### src/rtl/arm_pkg.sv
// Shared ARM-core constants: word/register widths, field widths, exe_cmd codes.
// Used by the register file, decoder, ID/EXE register and EXE stage.
package arm_pkg;

    localparam int WORD_LEN     = 32;
    localparam int REG_ADDR_LEN = 4;
    localparam int EXE_CMD_LEN  = 4;
    localparam int SHIFT_OP_LEN = 12;
    localparam int SIMM24_LEN   = 24;

    localparam logic [EXE_CMD_LEN-1:0] EXE_MOV = 4'b0001;
    localparam logic [EXE_CMD_LEN-1:0] EXE_MVN = 4'b1001;
    localparam logic [EXE_CMD_LEN-1:0] EXE_ADD = 4'b0010;
    localparam logic [EXE_CMD_LEN-1:0] EXE_ADC = 4'b0011;
    localparam logic [EXE_CMD_LEN-1:0] EXE_SUB = 4'b0100;
    localparam logic [EXE_CMD_LEN-1:0] EXE_SBC = 4'b0101;
    localparam logic [EXE_CMD_LEN-1:0] EXE_AND = 4'b0110;
    localparam logic [EXE_CMD_LEN-1:0] EXE_ORR = 4'b0111;
    localparam logic [EXE_CMD_LEN-1:0] EXE_EOR = 4'b1000;

endpackage

### src/rtl/id_exe_stage_reg_if.sv
// ID->EXE bundle: decoded fields in (_in, driven by ID) and registered out (_out).
// Modports: master = ID/consumer side, slave = the pipeline register.
import arm_pkg::*;

interface id_exe_stage_reg_if #(
    parameter int WordLen    = WORD_LEN,
    parameter int RegAddrLen = REG_ADDR_LEN
);
    logic [WordLen-1:0]      pc_in,  pc_out;
    logic [WordLen-1:0]      val_rn_in, val_rn_out;
    logic [WordLen-1:0]      val_rm_in, val_rm_out;
    logic                    imm_in, imm_out;
    logic [SHIFT_OP_LEN-1:0] shift_operand_in, shift_operand_out;
    logic [SIMM24_LEN-1:0]   signed_imm_24_in, signed_imm_24_out;
    logic [RegAddrLen-1:0]   dest_in, dest_out;
    logic [EXE_CMD_LEN-1:0]  exe_cmd_in, exe_cmd_out;
    logic                    status_c_in, status_c_out;
    logic                    mem_read_in, mem_read_out;
    logic                    mem_write_in, mem_write_out;
    logic                    wb_en_in, wb_en_out;
    logic                    b_in, b_out;
    logic                    s_in, s_out;
    logic                    valid_in, valid_out;
    logic [RegAddrLen-1:0]   src1_in, src1_out;
    logic [RegAddrLen-1:0]   src2_in, src2_out;

    modport master (
        output pc_in, val_rn_in, val_rm_in, imm_in, shift_operand_in,
               signed_imm_24_in, dest_in, exe_cmd_in, status_c_in,
               mem_read_in, mem_write_in, wb_en_in, b_in, s_in,
               valid_in, src1_in, src2_in,
        input  pc_out, val_rn_out, val_rm_out, imm_out, shift_operand_out,
               signed_imm_24_out, dest_out, exe_cmd_out, status_c_out,
               mem_read_out, mem_write_out, wb_en_out, b_out, s_out,
               valid_out, src1_out, src2_out
    );

    modport slave (
        input  pc_in, val_rn_in, val_rm_in, imm_in, shift_operand_in,
               signed_imm_24_in, dest_in, exe_cmd_in, status_c_in,
               mem_read_in, mem_write_in, wb_en_in, b_in, s_in,
               valid_in, src1_in, src2_in,
        output pc_out, val_rn_out, val_rm_out, imm_out, shift_operand_out,
               signed_imm_24_out, dest_out, exe_cmd_out, status_c_out,
               mem_read_out, mem_write_out, wb_en_out, b_out, s_out,
               valid_out, src1_out, src2_out
    );

endinterface

### src/rtl/pipe_reg.sv
// Generic pipeline field register. Priority: rst (->0), flush (->FlushVal),
// freeze (hold), else load d. Ports: clk, rst, flush, freeze, d, q.
module pipe_reg #(
    parameter int           W        = 1,
    parameter logic [W-1:0] FlushVal = '0
) (
    input  logic         clk,
    input  logic         rst,
    input  logic         flush,
    input  logic         freeze,
    input  logic [W-1:0] d,
    output logic [W-1:0] q
);
    logic [W-1:0] r_q;

    always_ff @(posedge clk) begin
        if (rst)          r_q <= '0;
        else if (flush)   r_q <= FlushVal;
        else if (!freeze) r_q <= d;
    end

    assign q = r_q;

endmodule

### src/rtl/id_exe_stage_reg.sv
// ID/EXE pipeline register: one-cycle registered pass-through of all fields.
// Ports: clk, rst (sync, active-high), freeze (hold), flush (bubble), bus (slave).
// Macro FORWARDING_EN: when defined, src1/src2 register numbers are carried;
// otherwise src1_out/src2_out are tied to zero and no registers are built.
import arm_pkg::*;

module id_exe_stage_reg #(
    parameter int WordLen    = WORD_LEN,
    parameter int RegAddrLen = REG_ADDR_LEN
) (
    input  logic               clk,
    input  logic               rst,
    input  logic               freeze,
    input  logic               flush,
    id_exe_stage_reg_if.slave  bus
);
    // No bypass on val_rn/val_rm: the register file writes on the falling
    // edge, so a same-cycle write-back is already visible here.

    pipe_reg #(.W(WordLen)) u_pc (
        .clk, .rst, .flush, .freeze,
        .d(bus.pc_in), .q(bus.pc_out));

    pipe_reg #(.W(WordLen)) u_rn (
        .clk, .rst, .flush, .freeze,
        .d(bus.val_rn_in), .q(bus.val_rn_out));

    pipe_reg #(.W(WordLen)) u_rm (
        .clk, .rst, .flush, .freeze,
        .d(bus.val_rm_in), .q(bus.val_rm_out));

    pipe_reg #(.W(1)) u_imm (
        .clk, .rst, .flush, .freeze,
        .d(bus.imm_in), .q(bus.imm_out));

    pipe_reg #(.W(SHIFT_OP_LEN)) u_shop (
        .clk, .rst, .flush, .freeze,
        .d(bus.shift_operand_in), .q(bus.shift_operand_out));

    pipe_reg #(.W(SIMM24_LEN)) u_simm (
        .clk, .rst, .flush, .freeze,
        .d(bus.signed_imm_24_in), .q(bus.signed_imm_24_out));

    pipe_reg #(.W(RegAddrLen)) u_dest (
        .clk, .rst, .flush, .freeze,
        .d(bus.dest_in), .q(bus.dest_out));

    pipe_reg #(.W(EXE_CMD_LEN)) u_cmd (
        .clk, .rst, .flush, .freeze,
        .d(bus.exe_cmd_in), .q(bus.exe_cmd_out));

    pipe_reg #(.W(1)) u_c (
        .clk, .rst, .flush, .freeze,
        .d(bus.status_c_in), .q(bus.status_c_out));

    pipe_reg #(.W(1)) u_mr (
        .clk, .rst, .flush, .freeze,
        .d(bus.mem_read_in), .q(bus.mem_read_out));

    pipe_reg #(.W(1)) u_mw (
        .clk, .rst, .flush, .freeze,
        .d(bus.mem_write_in), .q(bus.mem_write_out));

    pipe_reg #(.W(1)) u_wb (
        .clk, .rst, .flush, .freeze,
        .d(bus.wb_en_in), .q(bus.wb_en_out));

    pipe_reg #(.W(1)) u_b (
        .clk, .rst, .flush, .freeze,
        .d(bus.b_in), .q(bus.b_out));

    pipe_reg #(.W(1)) u_s (
        .clk, .rst, .flush, .freeze,
        .d(bus.s_in), .q(bus.s_out));

    // valid_out is the BUBBLE(0)/VALID(1) state: flush and rst force BUBBLE.
    pipe_reg #(.W(1)) u_valid (
        .clk, .rst, .flush, .freeze,
        .d(bus.valid_in), .q(bus.valid_out));

`ifdef FORWARDING_EN
    pipe_reg #(.W(RegAddrLen)) u_src1 (
        .clk, .rst, .flush, .freeze,
        .d(bus.src1_in), .q(bus.src1_out));

    pipe_reg #(.W(RegAddrLen)) u_src2 (
        .clk, .rst, .flush, .freeze,
        .d(bus.src2_in), .q(bus.src2_out));
`else
    logic w_unused_src;
    assign w_unused_src = ^{bus.src1_in, bus.src2_in};
    assign bus.src1_out = '0;
    assign bus.src2_out = '0;
`endif

endmodule

### src/flat_wrapper.sv
// flat-port wrapper written by rule: the top's interface ports become plain ports
module id_exe_stage_reg_flat 
#(
    parameter int WordLen    = WORD_LEN,
    parameter int RegAddrLen = REG_ADDR_LEN
)
  (clk, rst, freeze, flush, bus_pc_in, bus_val_rn_in, bus_val_rm_in, bus_imm_in, bus_shift_operand_in, bus_signed_imm_24_in, bus_dest_in, bus_exe_cmd_in, bus_status_c_in, bus_mem_read_in, bus_mem_write_in, bus_wb_en_in, bus_b_in, bus_s_in, bus_valid_in, bus_src1_in, bus_src2_in, bus_pc_out, bus_val_rn_out, bus_val_rm_out, bus_imm_out, bus_shift_operand_out, bus_signed_imm_24_out, bus_dest_out, bus_exe_cmd_out, bus_status_c_out, bus_mem_read_out, bus_mem_write_out, bus_wb_en_out, bus_b_out, bus_s_out, bus_valid_out, bus_src1_out, bus_src2_out);
  id_exe_stage_reg_if #(.WordLen(WordLen), .RegAddrLen(RegAddrLen)) bus_i ();
  input  logic clk;
  input  logic rst;
  input  logic freeze;
  input  logic flush;
  input wire logic [$bits(bus_i.pc_in)-1:0] bus_pc_in;
  input wire logic [$bits(bus_i.val_rn_in)-1:0] bus_val_rn_in;
  input wire logic [$bits(bus_i.val_rm_in)-1:0] bus_val_rm_in;
  input wire logic [$bits(bus_i.imm_in)-1:0] bus_imm_in;
  input wire logic [$bits(bus_i.shift_operand_in)-1:0] bus_shift_operand_in;
  input wire logic [$bits(bus_i.signed_imm_24_in)-1:0] bus_signed_imm_24_in;
  input wire logic [$bits(bus_i.dest_in)-1:0] bus_dest_in;
  input wire logic [$bits(bus_i.exe_cmd_in)-1:0] bus_exe_cmd_in;
  input wire logic [$bits(bus_i.status_c_in)-1:0] bus_status_c_in;
  input wire logic [$bits(bus_i.mem_read_in)-1:0] bus_mem_read_in;
  input wire logic [$bits(bus_i.mem_write_in)-1:0] bus_mem_write_in;
  input wire logic [$bits(bus_i.wb_en_in)-1:0] bus_wb_en_in;
  input wire logic [$bits(bus_i.b_in)-1:0] bus_b_in;
  input wire logic [$bits(bus_i.s_in)-1:0] bus_s_in;
  input wire logic [$bits(bus_i.valid_in)-1:0] bus_valid_in;
  input wire logic [$bits(bus_i.src1_in)-1:0] bus_src1_in;
  input wire logic [$bits(bus_i.src2_in)-1:0] bus_src2_in;
  output wire logic [$bits(bus_i.pc_out)-1:0] bus_pc_out;
  output wire logic [$bits(bus_i.val_rn_out)-1:0] bus_val_rn_out;
  output wire logic [$bits(bus_i.val_rm_out)-1:0] bus_val_rm_out;
  output wire logic [$bits(bus_i.imm_out)-1:0] bus_imm_out;
  output wire logic [$bits(bus_i.shift_operand_out)-1:0] bus_shift_operand_out;
  output wire logic [$bits(bus_i.signed_imm_24_out)-1:0] bus_signed_imm_24_out;
  output wire logic [$bits(bus_i.dest_out)-1:0] bus_dest_out;
  output wire logic [$bits(bus_i.exe_cmd_out)-1:0] bus_exe_cmd_out;
  output wire logic [$bits(bus_i.status_c_out)-1:0] bus_status_c_out;
  output wire logic [$bits(bus_i.mem_read_out)-1:0] bus_mem_read_out;
  output wire logic [$bits(bus_i.mem_write_out)-1:0] bus_mem_write_out;
  output wire logic [$bits(bus_i.wb_en_out)-1:0] bus_wb_en_out;
  output wire logic [$bits(bus_i.b_out)-1:0] bus_b_out;
  output wire logic [$bits(bus_i.s_out)-1:0] bus_s_out;
  output wire logic [$bits(bus_i.valid_out)-1:0] bus_valid_out;
  output wire logic [$bits(bus_i.src1_out)-1:0] bus_src1_out;
  output wire logic [$bits(bus_i.src2_out)-1:0] bus_src2_out;
  assign bus_i.pc_in = bus_pc_in;
  assign bus_i.val_rn_in = bus_val_rn_in;
  assign bus_i.val_rm_in = bus_val_rm_in;
  assign bus_i.imm_in = bus_imm_in;
  assign bus_i.shift_operand_in = bus_shift_operand_in;
  assign bus_i.signed_imm_24_in = bus_signed_imm_24_in;
  assign bus_i.dest_in = bus_dest_in;
  assign bus_i.exe_cmd_in = bus_exe_cmd_in;
  assign bus_i.status_c_in = bus_status_c_in;
  assign bus_i.mem_read_in = bus_mem_read_in;
  assign bus_i.mem_write_in = bus_mem_write_in;
  assign bus_i.wb_en_in = bus_wb_en_in;
  assign bus_i.b_in = bus_b_in;
  assign bus_i.s_in = bus_s_in;
  assign bus_i.valid_in = bus_valid_in;
  assign bus_i.src1_in = bus_src1_in;
  assign bus_i.src2_in = bus_src2_in;
  assign bus_pc_out = bus_i.pc_out;
  assign bus_val_rn_out = bus_i.val_rn_out;
  assign bus_val_rm_out = bus_i.val_rm_out;
  assign bus_imm_out = bus_i.imm_out;
  assign bus_shift_operand_out = bus_i.shift_operand_out;
  assign bus_signed_imm_24_out = bus_i.signed_imm_24_out;
  assign bus_dest_out = bus_i.dest_out;
  assign bus_exe_cmd_out = bus_i.exe_cmd_out;
  assign bus_status_c_out = bus_i.status_c_out;
  assign bus_mem_read_out = bus_i.mem_read_out;
  assign bus_mem_write_out = bus_i.mem_write_out;
  assign bus_wb_en_out = bus_i.wb_en_out;
  assign bus_b_out = bus_i.b_out;
  assign bus_s_out = bus_i.s_out;
  assign bus_valid_out = bus_i.valid_out;
  assign bus_src1_out = bus_i.src1_out;
  assign bus_src2_out = bus_i.src2_out;
  id_exe_stage_reg #(.WordLen(WordLen), .RegAddrLen(RegAddrLen)) u_core (.clk(clk), .rst(rst), .freeze(freeze), .flush(flush), .bus(bus_i));
endmodule
### config.mk
export PLATFORM = sky130hd
export DESIGN_NAME = id_exe_stage_reg_flat
export DESIGN_NICKNAME = d
export VERILOG_FILES = /design/src/rtl/arm_pkg.sv /design/src/rtl/id_exe_stage_reg_if.sv /design/src/rtl/pipe_reg.sv /design/src/rtl/id_exe_stage_reg.sv /design/src/flat_wrapper.sv
export SDC_FILE = /design/constraint.sdc
export NUM_CORES = 1
export LEC_CHECK = 0
export BUFFER_PORTS_ARGS = -buffer_cell sky130_fd_sc_hd__buf_2
export CORE_MARGIN = 5
export CORE_UTILIZATION = 39
export CTS_BUF_LIST = sky130_fd_sc_hd__clkbuf_4 sky130_fd_sc_hd__clkbuf_8 sky130_fd_sc_hd__clkbuf_16
export CTS_CLUSTER_DIAMETER = 50
export DETAILED_ROUTE_END_ITERATION = 10
export GPL_TIMING_DRIVEN = 0
export PLACE_DENSITY = 0.77
export SKIP_LAST_GASP = 1
export SYNTH_ARGS = -nofsm -noshare
export SYNTH_HDL_FRONTEND = slang
export SYNTH_SLANG_ARGS = --single-unit
### constraint.sdc
create_clock -name clk -period 0.8 [get_ports clk]
set_input_delay 0.04 -clock clk [delete_from_list [all_inputs] [get_ports clk]]
set_output_delay 0.04 -clock clk [all_outputs]
set_load 0.01 [all_outputs]
# Yosys cells after proc, flatten, opt, wreduce, memory -nomap -nowiden
# Index checks and enable logic that the tools add are counted.
word_totals:
  regBits: 148
classes:
  n_reduce_logical: 1
ops:
  columns: ["cell", "n"]
  rows:
  - ["$reduce_or A2 Y1", 1]

# Longest topological paths before layout
# Gate-level depths: netlist (run 1).
logic_depth:
  word_depth: 1
  ltp_mapped: 5
  mapped_depth_nobuf: 2

# Modules after synthesis
# From an unflattened synthesis (run 1), not the netlist that was laid out.
unflattened:
  hier_cells: 492
  area_unflattened_um2: 5437.7
modules_own_cells:
  columns: ["module", "seq_area_each_um2", "cells_per_inst", "area_per_inst_um2", "n_inst"]
  rows:
  - ["pipe_reg (u_core.u_pc ...)", 640.6, 105, 1156.1, 3]
  - ["pipe_reg (u_core.u_simm)", 480.5, 79, 867.1, 1]
  - ["pipe_reg (u_core.u_shop)", 240.2, 39, 427.9, 1]
  - ["pipe_reg (u_core.u_b ...)", 20.0, 3, 40.0, 8]
  - ["pipe_reg (u_core.u_cmd ...)", 80.1, 13, 145.1, 2]
  - ["id_exe_stage_reg", 0.0, 9, 63.8, 1]

# Least setup slack after synthesis (run 1)
# Ideal clock, no wire load.
synth_timing:
  kind: "input to register"
  startpoint: "input port freeze"
  endpoint: "register u_core.u_b.r_q, in the netlist u_core.u_b.q"
  arrival_time_ns: 0.697
  t_required_ns: 0.686
  setup_time_ns: 0.114
  path_buffers: 3
  path_stages: 5
  path_slack_ns: -0.011
  cell_sequence: "buf_2 buf_6 buf_6 mux2i_1 nor2_1"
synth_lines:
  columns: ["element", "line_no", "rtl"]
  rows:
  - ["start: declaration", "flat_wrapper.sv:11", "input logic freeze;"]
  - ["end signal: assignment", "pipe_reg.sv:18", "else if (flush) r_q <= FlushVal;"]
  - ["end: declaration", "pipe_reg.sv:14", "logic [W-1:0] r_q;"]

# Final worst setup path (run 1)
layout_timing:
  startpoint: "register u_core.u_mr.r_q, in the netlist u_core.u_mr.q"
  endpoint: "output port bus_mem_read_out"
layout_lines:
  columns: ["element", "line_no", "rtl"]
  rows:
  - ["start: declaration", "pipe_reg.sv:14", null]
  - ["start signal: assignment", "pipe_reg.sv:18", null]
  - ["end: declaration", "flat_wrapper.sv:39", "output wire logic [$bits(bus_i.mem_read_out)-1:0] bus_mem_read_out;"]
# No word-level cell between the ends.

==> results of run 1 <==
[flip-flops by register name, summed over array words and instances (netlist names)]
signal and count:
u_core.u_b.q 1, u_core.u_c.q 1, u_core.u_cmd.q 4, u_core.u_dest.q 4, u_core.u_imm.q 1, u_core.u_mr.q 1
u_core.u_mw.q 1, u_core.u_pc.q 32, u_core.u_rm.q 32, u_core.u_rn.q 32, u_core.u_s.q 1, u_core.u_shop.q 12
u_core.u_simm.q 24, u_core.u_valid.q 1, u_core.u_wb.q 1
[cell usage in the layout (no fill, tap or decap)]
cell	n
sky130_fd_sc_hd__buf_2	153
sky130_fd_sc_hd__clkbuf_16	17
sky130_fd_sc_hd__clkinv_4	2
sky130_fd_sc_hd__clkbuf_1	2
sky130_fd_sc_hd__clkbuf_4	2
sky130_fd_sc_hd__dlygate4sd3_1	148
sky130_fd_sc_hd__clkinvlp_4	2
sky130_fd_sc_hd__clkinv_2	2
sky130_fd_sc_hd__dfxtp_2	148
sky130_fd_sc_hd__bufinv_16	5
sky130_fd_sc_hd__diode_2	1
sky130_fd_sc_hd__or2_1	1
sky130_fd_sc_hd__buf_4	48
sky130_fd_sc_hd__mux2i_1	148
sky130_fd_sc_hd__conb_1	8
sky130_fd_sc_hd__clkbuf_8	1
sky130_fd_sc_hd__nor2_1	148
sky130_fd_sc_hd__buf_6	178
sky130_fd_sc_hd__inv_6	1
sky130_fd_sc_hd__buf_8	1
[cells by family (layout without fill, tap and decap cells)]
kind of cell / after synthesis / after routing
multiplexers: 148 / 148
buffers and inverters: 42 / 562
AND/OR/NAND/NOR: 149 / 149
other: 1 / 9
flip-flops: 148 / 148
[layer usage]
metal	track usage, %	up-vias	routed length, um
li1	-	2633	-
met4	13.2	0	997
met3	8.71	77	2090
met2	49.6	349	12500
met5	0	-	0
met1	27.0	2808	8380
[power by group]
part	total [uW]	switching (uW)	internal, uW	leakage [uW]
combinational	3000	1220	1780	0.00367
clock	8920	3220	5700	0.000317
sequential	7870	202	7660	0.00127
[worst paths after layout]
check / start / endpoint
worst max-delay path: u_core.u_mr.q$_SDFFE_PP0N_ / bus_mem_read_out
worst min-delay path: freeze / u_core.u_rm.q[16]$_SDFFE_PP0N_
worst max register to register: u_core.u_c.q$_SDFFE_PP0N_ / u_core.u_c.q$_SDFFE_PP0N_
worst min register to register: u_core.u_rm.q[2]$_SDFFE_PP0N_ / u_core.u_rm.q[2]$_SDFFE_PP0N_
[per-stage QoR]
stage                     setup TNS [ns]  hold slack (ns)  instances  instance area (um2)
after floorplan                    -1.33            0.184        495                 5450
after global routing              -19.32            0.173       1195                10700
final                             -14.62            0.183       1196                10700
after CTS                         -16.32            0.113       1160                10500
after global placement            -25.39            0.267        973                 7170
after detailed placement          -27.58            0.277        973                 7170
[what timing repair did]
action	4_1_cts	5_1_grt
hold endpoints to repair	148	0
gates resized for setup	299	2
hold buffers	148	0
endpoints found under the setup margin	148	150
buffers inserted	7	35
pin swaps	0	1
[final cells by class]
class	instances	area (um2)	share of cell area (%)
Timing Repair Buffer	488	4220	39.3
Sequential cell	148	3150	29.3
Multi-Input combinational cell	305	2070	19.3
Clock buffer	20	454	4.23
Buffer	42	413	3.84
Tap cell	180	225	2.10
Clock inverter	12	201	1.88
Antenna cell	1	2.50	0.0233
[synthesized netlist by cell type (all sizes together)]
cell type and number:
dfxtp 148, mux2i 148, conb 1, clkbuf 2
buf 40, nor2 148, or2 1
==> results.md, run 1 <==
- The run finished, with violations left.
- The final reports fail on setup timing.
- The highest ir drop seen on vdd is 1.28 mV.
- Together, buffers and inverters on the worst path number 1.
- Entering global routing, the biggest net connects 17 pins.
- At the end of routability-driven placement, the weighted congestion stood at 0.742.
- Clock tree synthesis inserted a total of 17 buffers.
- The number of failing hold endpoints at the final stage is 0.
- Input and output buffers added on the ports amount to 298.
- The number of maximum-capacitance constraint violations is 0.
- For the worst flop-to-flop path, the logic depth is 4.
- TritonCTS built the clock tree.
- After filler insertion, the fill cell instance count of the layout stands at 703.
- The final layout contains routed wiring with a total length of 24000 um.
- CTS placed an instance of sky130_fd_sc_hd__clkbuf_16 at the clock tree root.
- The number of antenna violations at the first check in global routing is 0.
- Summed over all nets, the half-perimeter wirelength after detailed placement is 11200 um.
- Dividing the detail-routed wire length by the instance count gives 20.0 um.
- The pin slew with the least headroom to its limit is 0.545 ns.
- The number of global-route vias before repair was 6343.
- The area of the die is 16400 um2.
- STA classifies the critical path endpoint as an output pin.
- The minimum clock period after layout is 0.941 ns.
- Before CTS, the worst setup slack after placement is -0.237 ns.
- For this run, the top clock speed supported by timing is 1060 MHz.
- After synthesis the cells add up to 5420 um2.
- The category of the most critical setup path is register to output pin.
- The region available for standard cell placement spans 13800 um2.
- The length of the first detailed-routing pass in iterations is 4.
- The global-route usage over all layers is 26.9%.
- The share of the cycle needed by the critical path after routing is 118%.
- Summing the sequential cell areas from Yosys gives 54.6% of the chip area.
- The cell row count is 43.
- The synthesized netlist devotes 10.4% of its cell area to simple gates.
- The remaining global-route overflow is 0.
- Averaged over all synthesized cells, the footprint is 11.1 um2.
- For this configuration, the core starts out at a cell density of 39.4%.
- The core occupancy in the finished layout is 78.0%.
- The chip height is 128 um.
- The total power of the final layout is 19800 uW.
- The kind of cell adding the most delay to the critical path is flip-flops.
- The relative area change from synthesis to final layout is 98.0%.
- In this run the worst path has a maximum fanout of 2.
- The setup slack of the most critical reg-to-reg path is -0.12 ns.
- After detailed routing, the number of remaining DRC violations is 0.
- The number of vias after detailed routing is 5867.
- Headroom to the max-slew limit came out at 63.7%.
- The initial detailed-routing violation count is 201.
- Clock latency on the worst-skew pair, taken at its later pin, is 0.40 ns.
- In this design, the stage delay of the slowest critical-path cell is 0.37 ns.
- The proportion of netlist area held by the largest area contributor is 54.6%.
- The buffer depth of the longest clock path is 2.
- The path length in cells of the critical path is 1.
- For this design the static power due to leakage is 0.00526 uW.
- The die is 128 um wide.
- In this run the worst hold path is classified as primary input to register.
- The first-pass GRT wire length is 34200 um.
- The clock drives 148 sinks.
- Yosys printed 0 warnings.
- Synthesis produced a netlist whose cell count is 488.
- The number of distinct library cell variants in the gate-level netlist after synthesis is 10.
- The worst hold path depth is 4.
- The fraction of final layout cells sized beyond drive strength 1 is 55.2%.
- Setup repair after global routing could not meet its margin everywhere.
- STA puts the critical path data arrival time at 0.90 ns.
- Pin placement for this block handled 316 I/O pins.
- Clock-pin slew was measured on the worst setup and hold paths at 0.06 ns.
- The proportion of synthesized area in mux cells is 27.3%.
- In this run the remaining antenna-violating nets after routing total 0.
- For the worst setup path, the data required time is 0.76 ns.
- After Yosys synthesis, XOR and XNOR cells account for 0% of the synthesized area.
- The worst setup path is launched from a register.
- The total of flip-flops plus latches after synthesis is 148.
- Dividing total power by cell area gives a power density of 1840 nW/um2.
- For the final database, setup skew stands at 0 ns.
- The clock tree synthesis step divided the H-tree into 4 levels.
- The area share of fa/ha/maj cells after synthesis is 0%.
- Summing the areas of all compound-gate instances in the mapped netlist gives 0% of the synthesized area.
- By area, the combinational part of the netlist is dominated by multiplexers.
- In the post-synthesis netlist, the biggest area contributors are sky130_fd_sc_hd__dfxtp_1, sky130_fd_sc_hd__mux2i_1, sky130_fd_sc_hd__nor2_1, sky130_fd_sc_hd__buf_6, sky130_fd_sc_hd__buf_4.
- The cell with the largest stage delay on the worst path is sky130_fd_sc_hd__dfxtp_2.
- For this run, the post-layout net count is 1162.
- Walking the worst path, the cells encountered are buf_6.
- The worst setup margin is -0.141 ns.
- Using the TritonRoute via totals, the vias-per-cell ratio works out to 4.91.
- The count of final max-slew check failures is 0.
- Setup violations remaining at the end of the flow were counted as 167.
- The biggest area contributor in the post-synthesis netlist is sky130_fd_sc_hd__dfxtp_1.
(Power assumes the default switching activity.)
==> run 2: changes to the inputs <==
PLACE_DENSITY = 0.76   (was 0.77)
==> run 2 against run 1 <==
Effect of this change: the flow still finishes with violations (setup timing); largest power group unchanged; maximum frequency shrank 0.71%; clock power fell by 8.1%; critical path depth unchanged; non-clock buffer count decreased by 4; largest cell class unchanged; routed wire length down 3.8%; via count shrank 2.4%; critical path type unchanged; sequential power barely moved; highest routed layer unchanged.
==> results.md, run 2 (same netlist as run 1, synthesis figures left out) <==
- The routability congestion estimate from global placement is 0.735 (-0.88%).
- The number of failing hold endpoints at the final stage is 0 (unchanged).
- The average detailed-routed wire length per instance is 19.3 um (-3.6%).
- The residual antenna-violating net count after detailed routing is 0 (unchanged).
- In this run the critical register-to-register path is launched from u_core.u_rm.q[22]$_SDFFE_PP0N_.
- The checks that failed: setup timing.
- On the critical path, the stage with the largest delay is an instance of sky130_fd_sc_hd__dfxtp_4.
- The final wirelength is 23100 um (-3.8%).
- The routed via count divided by cell count is 4.80 (-2.2%).
- The switching power as a share of total power is 24.4% (+0.98 points).
- The highest ir drop seen on vdd is 1.17 mV (-9.0%).
- The worst setup path is launched from a register.
- The pin slew with the least headroom to its limit was 0.552 ns (+0.00739 ns).
- The CTS buffer count is 17 (unchanged).
- The final setup violation count was 162 (-3.0%).
- The cell count after placement came to 973 (unchanged).
- The internal power is 14400 uW (-5.1%).
- The number of vias after detailed routing is 5726 (-2.4%).
- The number of maximum-capacitance constraint violations is 0 (unchanged).
- The global-route usage over all layers came to 26.8% (-0.10 points).
- The number of buffer and inverter instances along the worst setup path was 1 (unchanged).
- The area after detailed placement is 7170 um2 (unchanged).
- The length of the first detailed-routing pass in iterations is 4 (unchanged).
- The clock-pin slew reported for the worst setup and hold paths after clock tree synthesis is 0.07 ns (about the same).
- The leakage power is 0.00521 uW (-0.88%).
- The number of antenna violations at the first check in global routing is 3 (+3).
- The horizontal die dimension is 128 um (unchanged).
- The fraction of final layout cells sized beyond drive strength 1 is 55.4% (+0.22 points).
- The run finished, with violations left.
- The number of global-route vias before repair came to 6403 (+0.95%).
- The buffer depth of the longest clock path is 2 (unchanged).
- The power density normalized to cell area came to 1780 nW/um2 (-3.4%).
- The share of the cycle needed by the critical path after routing is 119% (+0.85 points).
- The count of buffers inserted at the top-level ports is 298 (unchanged).
- The chip height is 128 um (unchanged).
- The highest cell delay on the worst timing path came to 0.36 ns (about the same).
- The number of placed I/O pins is 316 (unchanged).
- The switching component of the power was 4650 uW (+0.17%).
- The count of final max-slew check failures is 0 (unchanged).
- The area of the die is 16400 um2 (unchanged).
- The cell row count came to 43 (unchanged).
- The initial detailed-routing violation count is 197 (-2.0%).
- The leading cell type in the layout, fill and taps excluded is sky130_fd_sc_hd__buf_6.
- The relative max-transition margin was 63.2% (-0.49 points).
- The clock network fraction of design power is 43.1% (-2.0 points).
- The pin count of the biggest net entering global routing is 17 (unchanged).
- The final design instance area without fill came to 10700 um2 (-0.42%).
- The filler cell count in the final layout is 727 (+3.4%).
- The start point of the critical path is u_core.u_cmd.q[1]$_SDFFE_PP0N_.
- Setup repair after global routing could not meet its margin everywhere.
- The worst setup path is of the register to output pin kind.
- The worst setup margin is -0.148 ns (-0.00676 ns).
- The clock latency on the worst-skew pair came to 0.42 ns (+0.02 ns).
- The clock skew is 0 ns (unchanged).
- The type of destination of the critical path is an output pin.
- The final cell count without fillers is 1194 (-0.17%).
- The remaining global-route overflow is 0 (unchanged).
- The minimum clock period after layout is 0.948 ns (+0.00676 ns).
- The post-layout net count was 1158 (-0.34%).
- The first-pass GRT wire length was 33900 um (-0.63%).
- The root buffer cell is sky130_fd_sc_hd__clkbuf_16.
- The CTS sink count is 148 (unchanged).
- The endpoint arrival time on the critical path was 0.91 ns (about the same).
- The TritonCTS clock tree is built.
- The H-tree depth was 4 (unchanged).
- The maximum fanout along the worst path is 2 (unchanged).
- The type of the most critical hold path is primary input to register.
- The core area is 13800 um2 (unchanged).
- On the critical path the largest part of the delay comes from flip-flops.
- The relative area change from synthesis to final layout is 97.2%.
- The startpoint identified for the worst hold timing path is freeze.
- The data required time at the worst endpoint came to 0.76 ns (about the same).
- The signal on the critical path passes through buf_6.
- The count of unresolved DRC violations after routing was 0 (unchanged).
- The library cells used most frequently in the layout, excluding fill and tap cells, are sky130_fd_sc_hd__buf_6, sky130_fd_sc_hd__buf_2, sky130_fd_sc_hd__nor2_1, sky130_fd_sc_hd__dlygate4sd3_1, sky130_fd_sc_hd__dfxtp_2.
- The share of power burned in combinational logic is 15.6% (+0.5 points).
- The sequential share of power is 41.3% (+1.5 points).
- The highest clock frequency the design can meet is 1050 MHz (-0.71%).
- The final HPWL from detailed placement is 11200 um (-0.61%).
- The initial cell density of the core is 39.4% (unchanged).
[run 2: cell types whose count changed in the layout (fill, tap and decap cells not counted), moves of 3 or more]
cell / delta
sky130_fd_sc_hd__buf_4: -7
sky130_fd_sc_hd__mux2i_1: -4
sky130_fd_sc_hd__mux2i_2: +4
sky130_fd_sc_hd__buf_6: +3
sky130_fd_sc_hd__bufinv_16: -3
sky130_fd_sc_hd__dfxtp_2: -3
sky130_fd_sc_hd__dfxtp_4: +3
[run 2: per-layer routing]
layer  vias to the layer above  part of all wire [%]  track usage [%]
met1                      2690                    34             25.4
li1                       2625                     -                -
met4                         0                   5.1             15.7
met5                         -                     0                0
met3                        91                   8.6             8.71
met2                       320                    52             49.8
[run 2: cell type report]
class	instances	area (um2)	area share [%]
clock buffer	22	482	4.50
clock inverter	10	120	1.12
sequential	148	3160	29.5
antenna	3	7.51	0.0702
multi-input combinational	305	2090	19.5
buffer	42	413	3.86
tap	180	225	2.11
timing repair buffer	484	4200	39.3
[run 2: power by group through the flow]
stage               combinational (uW)  clock (uW)  sequential, uW
global placement                  1820           0            7880
floorplan                          944           0            8010
CTS                               2710        8160            7830
global route                      3140        8590            7880
detailed placement                1840           0            7890
finish                            2970        8200            7860
[run 2: final timing paths]
check	to	slack, ns	cells after the start
setup / recovery	bus_exe_cmd_out[1]	-0.15	1
hold / removal	u_core.u_rm.q[18]$_SDFFE_PP0N_	0.18	4
setup reg to reg	u_core.u_rm.q[22]$_SDFFE_PP0N_	-0.05	3
hold reg to reg	u_core.u_simm.q[3]$_SDFFE_PP0N_	0.50	2
[run 2: what timing repair did]
action,CTS,global route
hold buffers,148,0
setup endpoints to repair,148,154
hold endpoints to repair,148,0
pin swaps,0,3
setup buffers,11,27
gates resized for setup,299,11
[run 2: worst min-delay path: cells and delay by family]
family,cells,cell delay [ns]
simple gates,1,0.08
mux,1,0.14
buf+inv,2,0.31
[run 2: through the flow]
stage | utilization, % | total power, uW | TNS (ns) | hold slack, ns | setup slack (ns)
after floorplan | - | 8950 | -1.33 | 0.184 | -0.0112
after global placement | 52.0 | 9700 | -23.57 | 0.268 | -0.183
after detailed placement | 52.0 | 9730 | -26.04 | 0.276 | -0.222
after CTS | 75.8 | 18700 | -16.48 | 0.132 | -0.159
after global routing | 77.6 | 19600 | -19.72 | 0.198 | -0.173
final | 77.6 | 19000 | -15.55 | 0.183 | -0.148
